File: src/rtl/central_pkg.sv
// Shared definitions for the central CPU debug blocks: default memory
// geometry, the program-area boundary and the dump engine state encoding.
// The CSUM state exists only when MEM_DUMP_CHECKSUM_EN is defined.
package central_pkg;

    localparam int INSTR_SIZE   = 12;
    localparam int ADDR_SIZE    = 5;
    localparam int PROGRAM_SIZE = 16;

`ifdef MEM_DUMP_CHECKSUM_EN
    typedef enum logic [2:0] {
        IDLE, HALT, READ, WAIT, SEND, CSUM, DONE
    } dump_state_t;
`else
    typedef enum logic [2:0] {
        IDLE, HALT, READ, WAIT, SEND, DONE
    } dump_state_t;
`endif

endpackage

File: src/rtl/mem_dump_reader.sv
// Debug read-out engine for the central CPU memory. Freezes the CPU, reads a
// contiguous (wrapping) address range through the shared read port and
// streams each word with its address on a valid/ready interface.
// Optional feature macro: MEM_DUMP_CHECKSUM_EN appends one checksum beat
// holding the sum (mod 2^INSTR_SIZE) of all data beats.
module mem_dump_reader #(
    parameter int INSTR_SIZE = central_pkg::INSTR_SIZE,
    parameter int ADDR_SIZE  = central_pkg::ADDR_SIZE
) (
    input  logic                  clk,
    input  logic                  rst_n,
    input  logic                  start,
    input  logic [ADDR_SIZE-1:0]  first_addr,
    input  logic [ADDR_SIZE-1:0]  last_addr,
    output logic                  busy,
    output logic                  done,
    output logic                  cpu_halt,
    output logic                  mem_rd_en,
    output logic [ADDR_SIZE-1:0]  mem_rd_addr,
    input  logic [INSTR_SIZE-1:0] mem_rd_data,
    output logic                  out_valid,
    input  logic                  out_ready,
    output logic [ADDR_SIZE-1:0]  out_addr,
    output logic [INSTR_SIZE-1:0] out_data,
    output logic                  out_last
);

    import central_pkg::*;

    dump_state_t           state_q, state_d;
    logic [ADDR_SIZE-1:0]  ptr_q;
    logic [ADDR_SIZE-1:0]  limit_q;
    logic                  at_limit;
`ifdef MEM_DUMP_CHECKSUM_EN
    logic [INSTR_SIZE-1:0] sum_q;
`endif

    assign at_limit = (ptr_q == limit_q);

    // State register.
    // NOTE: sequential state uses non-blocking (<=) so every flop samples
    // pre-edge values regardless of process ordering.
    always_ff @(posedge clk or negedge rst_n) begin
        if (!rst_n) begin
            state_q <= IDLE;
        end else begin
            state_q <= state_d;
        end
    end

    // Next-state and control outputs; a beat is pending only in SEND/CSUM,
    // so no read can be issued while the stream is stalled.
    // NOTE: every output gets a default first so no path leaves a latch.
    always_comb begin
        state_d     = state_q;
        busy        = (state_q != IDLE);
        cpu_halt    = (state_q != IDLE);
        done        = 1'b0;
        mem_rd_en   = 1'b0;
        mem_rd_addr = '0;
        out_valid   = 1'b0;
        out_last    = 1'b0;
        unique case (state_q)
            IDLE: if (start) state_d = HALT;
            HALT: state_d = READ;
            READ: begin
                mem_rd_en   = 1'b1;
                mem_rd_addr = ptr_q;
                state_d     = WAIT;
            end
            WAIT: state_d = SEND;
            SEND: begin
                out_valid = 1'b1;
`ifdef MEM_DUMP_CHECKSUM_EN
                out_last  = 1'b0;
                if (out_ready) state_d = at_limit ? CSUM : READ;
`else
                out_last  = at_limit;
                if (out_ready) state_d = at_limit ? DONE : READ;
`endif
            end
`ifdef MEM_DUMP_CHECKSUM_EN
            CSUM: begin
                out_valid = 1'b1;
                out_last  = 1'b1;
                if (out_ready) state_d = DONE;
            end
`endif
            DONE: begin
                done    = 1'b1;
                state_d = IDLE;
            end
            default: state_d = IDLE;
        endcase
    end

    // Datapath: range latch, read pointer, beat capture and running checksum.
    always_ff @(posedge clk or negedge rst_n) begin
        if (!rst_n) begin
            ptr_q    <= '0;
            limit_q  <= '0;
            out_addr <= '0;
            out_data <= '0;
`ifdef MEM_DUMP_CHECKSUM_EN
            sum_q    <= '0;
`endif
        end else begin
            if (state_q == IDLE && start) begin
                ptr_q   <= first_addr;
                limit_q <= last_addr;
`ifdef MEM_DUMP_CHECKSUM_EN
                sum_q   <= '0;
`endif
            end
            if (state_q == WAIT) begin
                out_data <= mem_rd_data;
                out_addr <= ptr_q;
            end
            if (state_q == SEND && out_ready) begin
                if (!at_limit) ptr_q <= ptr_q + 1'b1;
`ifdef MEM_DUMP_CHECKSUM_EN
                sum_q <= sum_q + out_data;
                // out_addr already equals the limit for the checksum beat.
                if (at_limit) out_data <= sum_q + out_data;
`endif
            end
        end
    end

endmodule
File: config.mk
export PLATFORM = sky130hd
export DESIGN_NAME = mem_dump_reader
export DESIGN_NICKNAME = d
export VERILOG_FILES = /design/src/rtl/central_pkg.sv /design/src/rtl/mem_dump_reader.sv
export SDC_FILE = /design/constraint.sdc
export NUM_CORES = 1
export LEC_CHECK = 0
export CAP_MARGIN = 20
export CORE_MARGIN = 3
export CORE_UTILIZATION = 47
export DETAILED_ROUTE_END_ITERATION = 8
export HOLD_SLACK_MARGIN = 0.06
export PLACE_DENSITY = 0.89
export SETUP_SLACK_MARGIN = 0.02
export SLEW_MARGIN = 20
export SYNTH_ARGS = -nofsm -noshare
export SYNTH_HDL_FRONTEND = slang
export SYNTH_SLANG_ARGS = --single-unit
File: constraint.sdc
create_clock -name clk -period 3.3 [get_ports clk]
set_input_delay 0.33 -clock clk [delete_from_list [all_inputs] [get_ports clk]]
set_output_delay 0.33 -clock clk [all_outputs]
set_load 0.05 [all_outputs]
==> results.sh <==
export IMPL_hold_viol_final=0
export IMPL_overflow=0
export IMPL_grt_pass1_vias=1166
export IMPL_grt_pass1_wl_mm=5.53
export IMPL_die_area_um2=3750
export IMPL_cts_sinks=30
export IMPL_cts_root_buffer_cell="clkbuf_4"
export IMPL_dpl_worst_slack_ns=0.814
export IMPL_layout_setup_ws_ns=0.527
export IMPL_layout_drive_gt1_share_pct=18.9
export IMPL_clock_latency_ns=0.32
export IMPL_syn_cell_area_um2=1430
export IMPL_status="complete, no violations"
export IMPL_synth_ff_type="dfrtp_1"
export IMPL_numPortBuffers=53
export IMPL_skew_ns=0.00880
export IMPL_worstSetupPathType="flip-flop to output pin"
export IMPL_yosysSeqAreaShare_pct=52.4
export IMPL_syn_to_final_growth_pct=43.4
export IMPL_tightest_slew_ns=0.748
export IMPL_crit_start="state_q[0]$_DFFE_PN0P_"
export IMPL_rsz0062_at_grt="false"
export IMPL_r2r_cells=5
export IMPL_cts_resized=0
export IMPL_grt_use_total_pct=20.9
export IMPL_fin_crit_sh_pct=84.0
export IMPL_hold_path_class="input port to async pin"
export IMPL_path_max_fanout=7
export IMPL_drt_antenna_violating_nets=0
export IMPL_antenna_found_initial=0
export IMPL_avgSynthCellArea_um2=11.6
export IMPL_r2r_start="state_q[1]$_DFFE_PN0P_"
export IMPL_drcViolationCount=0
export IMPL_syn_num_nets=151
export IMPL_tritoncts="built"
export IMPL_synthTopCellsByArea="dfrtp_1 52%, mux2_2 13%, nand2_1 5.5%"
export IMPL_hold_slack_ns=0.398
export IMPL_place_congestion=0.733
export IMPL_timing_rr_end="ptr_q[2]$_DFF_PN0_"
export IMPL_vias_per_cell=5.45
export IMPL_routed_wl_mm=3.54
export IMPL_dr_pass1_iters=4
export IMPL_period_needed_ns=2.77
export IMPL_grt_max_degree=31
export IMPL_synth_top_area_share_pct=52.4
export IMPL_ys_warn_count=0
export IMPL_ctsHoldBuffers=0
export IMPL_synth_edf_count=0
export IMPL_num_antenna_cells=0
export IMPL_async_flop_share_pct=100
export IMPL_numCtsBuffers=5
export IMPL_core_area_um2=2830
export IMPL_crit_path_end_kind="output pin"
export IMPL_ios=54
export IMPL_cts_max_path_buffers=2
export IMPL_cts_htree_levels=2
export IMPL_finalSetupViolCount=0
export IMPL_max_cap_viol_count=0
export IMPL_dp_hpwl_mm=2.72
export IMPL_required_ns=2.97
export IMPL_fin_util_pct=72.6
export IMPL_synth_top_cell_by_area="dfrtp_1"
export IMPL_syn_inst=124
export IMPL_relSlewSlack_pct=50.0
export IMPL_start_util_pct=50.6
export IMPL_ys_ff_latch=30
export IMPL_row_count=19
export IMPL_setup_tns_final_ns=0
export IMPL_cp_arrival_ns=2.44
export IMPL_die_h_um=61.2
export IMPL_drv_slew=0
export IMPL_fmax_mhz=361
export IMPL_drtIter0Drc=39
export IMPL_fin_nets=207
export IMPL_synth_most_common_cell="dfrtp_1"
export IMPL_post_cts_setup_buffers=0
export IMPL_yosysUniqueCellTypes=32
export IMPL_regToRegSetupSlack_ns=1.45
export IMPL_vias=1151
export IMPL_die_w_um=61.2
export IMPL_synth_top_cells_by_count="30 x dfrtp_1, 21 x nand2_1, 17 x mux2_2"
export IMPL_critPathLaunchType="flip-flop"
export IMPL_clkTransAtPathRegs_ns=0.09
export IMPL_routedWlPerCell_um=16.8
per-stage QoR:
| stage | std cells | cell area [µm²] |
|---|---|---|
| after detailed placement | 204 | 1970 |
| after global routing | 211 | 2050 |
| after floorplan | 124 | 1430 |
| after CTS | 211 | 2050 |
| final | 211 | 2050 |
| after global placement | 204 | 1970 |
worst max-delay path: stages, from the launching register on:
cell	delay, ns
dfrtp_1	0.46
nor3b_1	0.62
and2_1	0.23
clkdlybuf4s50_1	0.82
cells in the final DEF, fill, tap and decap left out, drive strengths merged:
cell type / n
nor2b: 3
buf: 1
clkbuf: 6
nor3: 6
inv: 1
nor3b: 2
and2: 7
and3: 1
nand4: 3
nand3: 1
o21ai: 2
o221a: 1
nand2: 21
nor2: 4
a21boi: 3
mux2: 18
dfrtp: 30
mux2i: 1
xor2: 5
a31o: 2
a21oi: 3
nand2b: 1
bufinv: 1
o21a: 1
o21bai: 2
ha: 1
clkdlybuf4s50: 53
sequential cells by signal, indices dropped and copies added, names as in the netlist:
register  count
ptr_q         5
out_addr      5
out_data     12
state_q       3
limit_q       5
kinds of logic after synthesis:
kind of cell	share of synthesized area, %
simple gates	18.1
fa+ha+maj	0.873
flops	52.4
compound gates	7.69
xor+xnor	3.06
buf+inv	2.79
mux	15.1
how the worst max path moves through the flow:
stage                endpoint  slack, ns  cells after the start
5_1_grt        mem_rd_addr[2]       0.35                      3
3_5_place_dp   mem_rd_addr[0]       0.81                      3
3_3_place_gp   mem_rd_addr[2]       0.93                      3
4_1_cts        mem_rd_addr[0]       0.47                      3
6_report       mem_rd_addr[0]       0.53                      3
2_1_floorplan  mem_rd_addr[0]       0.58                      2
layout make-up:
cell class	count	area, µm²
Sequential cell	30	751
Inverter	1	3.75
Clock buffer	6	51.3
Clock inverter	1	30.0
Multi-Input combinational cell	88	642
Timing Repair Buffer	54	538
Fill cell	205	774
Tap cell	31	38.8
layer usage:
layer / wire [µm] / global-route usage (%)
met1: 1350 / 22.7
met2: 1990 / 37.9
met3: 143 / 6.50
met4: 55 / 7.74
met5: 0 / 0
Power is not shown: default switching activity piles up to over one toggle a cycle in this logic, so the estimate is an artifact.
==> variant, RTL diff (config.mk and constraints unchanged) <==
Set the package constant `INSTR_SIZE` to 13 (it was 12).
--- a/src/rtl/central_pkg.sv
+++ b/src/rtl/central_pkg.sv
@@ -3,7 +3,7 @@
 // The CSUM state exists only when MEM_DUMP_CHECKSUM_EN is defined.
 package central_pkg;
 
-    localparam int INSTR_SIZE   = 12;
+    localparam int INSTR_SIZE   = 13;
     localparam int ADDR_SIZE    = 5;
     localparam int PROGRAM_SIZE = 16;
 
Interface: changed (resized mem_rd_data and out_data); port bits go from 54 to 56. The function was not compared with the original's and may differ.
==> variant against the original RTL <==
- synthesized cell count is 14% higher
- register-to-register slack got worse by 0.12 ns
- sequential cell count increased by 1
- die area rose by 7.4%
- sequential share of layout area down 1.2 points
- setup slack worse by 0.20 ns
- routed wire length barely moved
- area after synthesis rose by 8.2%
- design area up 6.7%
- largest cell class unchanged
==> variant: results (changes against the original RTL) <==
[synth]
synth-xor-area-share = 0.0226  ; -0.00797
synth-async-reset-ratio = 1.00  ; unchanged
synth_enable_flop_cells = 0  ; unchanged
synth.area.top_cells = dfrtp_1, mux2_2, nand2_1
synthMuxAreaShare = 0.140  ; -0.0107
ys_top_cells_by_count = dfrtp_1, nand2_1, mux2_2, nor2_1, and2_1
syn-num-nets = 169  ; +12%
ys.flop_type = dfrtp_1
synth_compound_area_frac = 0.0920  ; +0.0152
synth_top_area_share = 0.500  ; -0.0236
synth_cell_type_count = 39  ; +22%
ys_seq_area_frac = 0.500  ; -0.0236
synth_fa_ha_area_frac = 0.00807  ; -0.000663

[clock_tree]
clockBufferDepth = 2  ; unchanged
cts_resized = 0  ; unchanged
cts_made_buffers = 5  ; unchanged
clk_pin_slew_ns = 0.09  ; about the same
post_cts_buffers = 0  ; unchanged
clk_latency_ns = 0.33
htreeDepth = 2  ; unchanged
cts_root_buf = clkbuf_4

[worst_setup_path]
cp_max_fo = 11  ; +4
reg2reg_to = ptr_q[1]
crit_family = buffers and inverters
cp-endpoint = out_last
cp_slowest_cell = clkdlybuf4s50_1
arrival_ns = 2.64  ; +0.20 ns
r2r-start = ptr_q[1]
r2r_cells = 5  ; unchanged
rrSetupSlack_ns = 1.33  ; -0.12 ns

[timing]
clock-skew-final_ns = 0.0126  ; +0.00376 ns
max-slew-margin-rel = 0.539  ; +0.0389

[routing]
dr.first_iter.drc_count = 112  ; +190%
drt_wl_total_mm = 3.54  ; about the same
via_per_inst = 5.18  ; -5.0%

[power_and_ir_drop]
ir_worst_vdd_v = 0.000750
p_leak_nw = 0.957

[layout]
drive_above_1_share = 0.193  ; +0.00400
n_fill_cell = 250  ; +22%
largest_reg_flops = 13  ; +1
regMostFlops = out_data
final_nets = 224  ; +8.2%

[placed_design]
port_buffers = 55  ; +3.8%
place_area_um2 = 2110  ; +6.7%
finalWeightedCongestion = 0.867  ; +18%
dp_hpwl_mm = 2.65  ; -2.6%

[global_routing]
grt_pass1_wl_mm = 6.00  ; +8.6%
grtUsageTotal = 0.190  ; -0.0191
grt_max_degree = 32  ; +3.2%
grt_pass1_vias = 1310  ; +12%

[min_path]
min_path_type = in2async

[status]
status = finished clean

[variant: power by group]
part	switching, mW	internal [mW]
Sequential	0.178	0.573
Clock	0.129	0.179
Combinational	0.977	0.612
Total	1.28	1.36
[variant: per-layer routing]
metal	vias to the layer above	track usage	part of all wire
met2	40	0.322	0.50
met4	0	0.0889	0.021
met1	605	0.218	0.42
met3	8	0.0570	0.058
met5	-	0	0
li1	596	-	-
[variant: worst min-delay path by stage]
stage                  endpoint  slack, ns  depth (start not counted)
finish               limit_q[4]       0.39                          2
global route        out_addr[3]       0.43                          2
CTS                  state_q[2]       0.39                          2
detailed placement  out_addr[4]       0.48                          2
global placement    out_addr[4]       0.48                          2
floorplan            limit_q[0]       0.03                          0
[variant: layout make-up]
cell class | count | area share
inverters | 4 | 0.00685
well taps | 44 | 0.0251
flip-flops and latches | 31 | 0.354
clock buffers | 6 | 0.0234
multi-input cells | 98 | 0.320
repair buffers | 56 | 0.255
clock inverters | 2 | 0.0160
[variant: cells by family after synthesis]
logic type	after synthesis
compound gates	17
buf+inv	12
simple gates	57
mux	19
flops	31
fa+ha+maj	1
xor+xnor	4
[variant: metrics by stage]
step	cells	worst slack [ns]	util
final	241	0.327	0.706
after global routing	241	0.185	0.706
after CTS	241	0.336	0.706
after detailed placement	233	0.713	0.679
after global placement	233	0.775	0.679
after floorplan	141	0.572	-
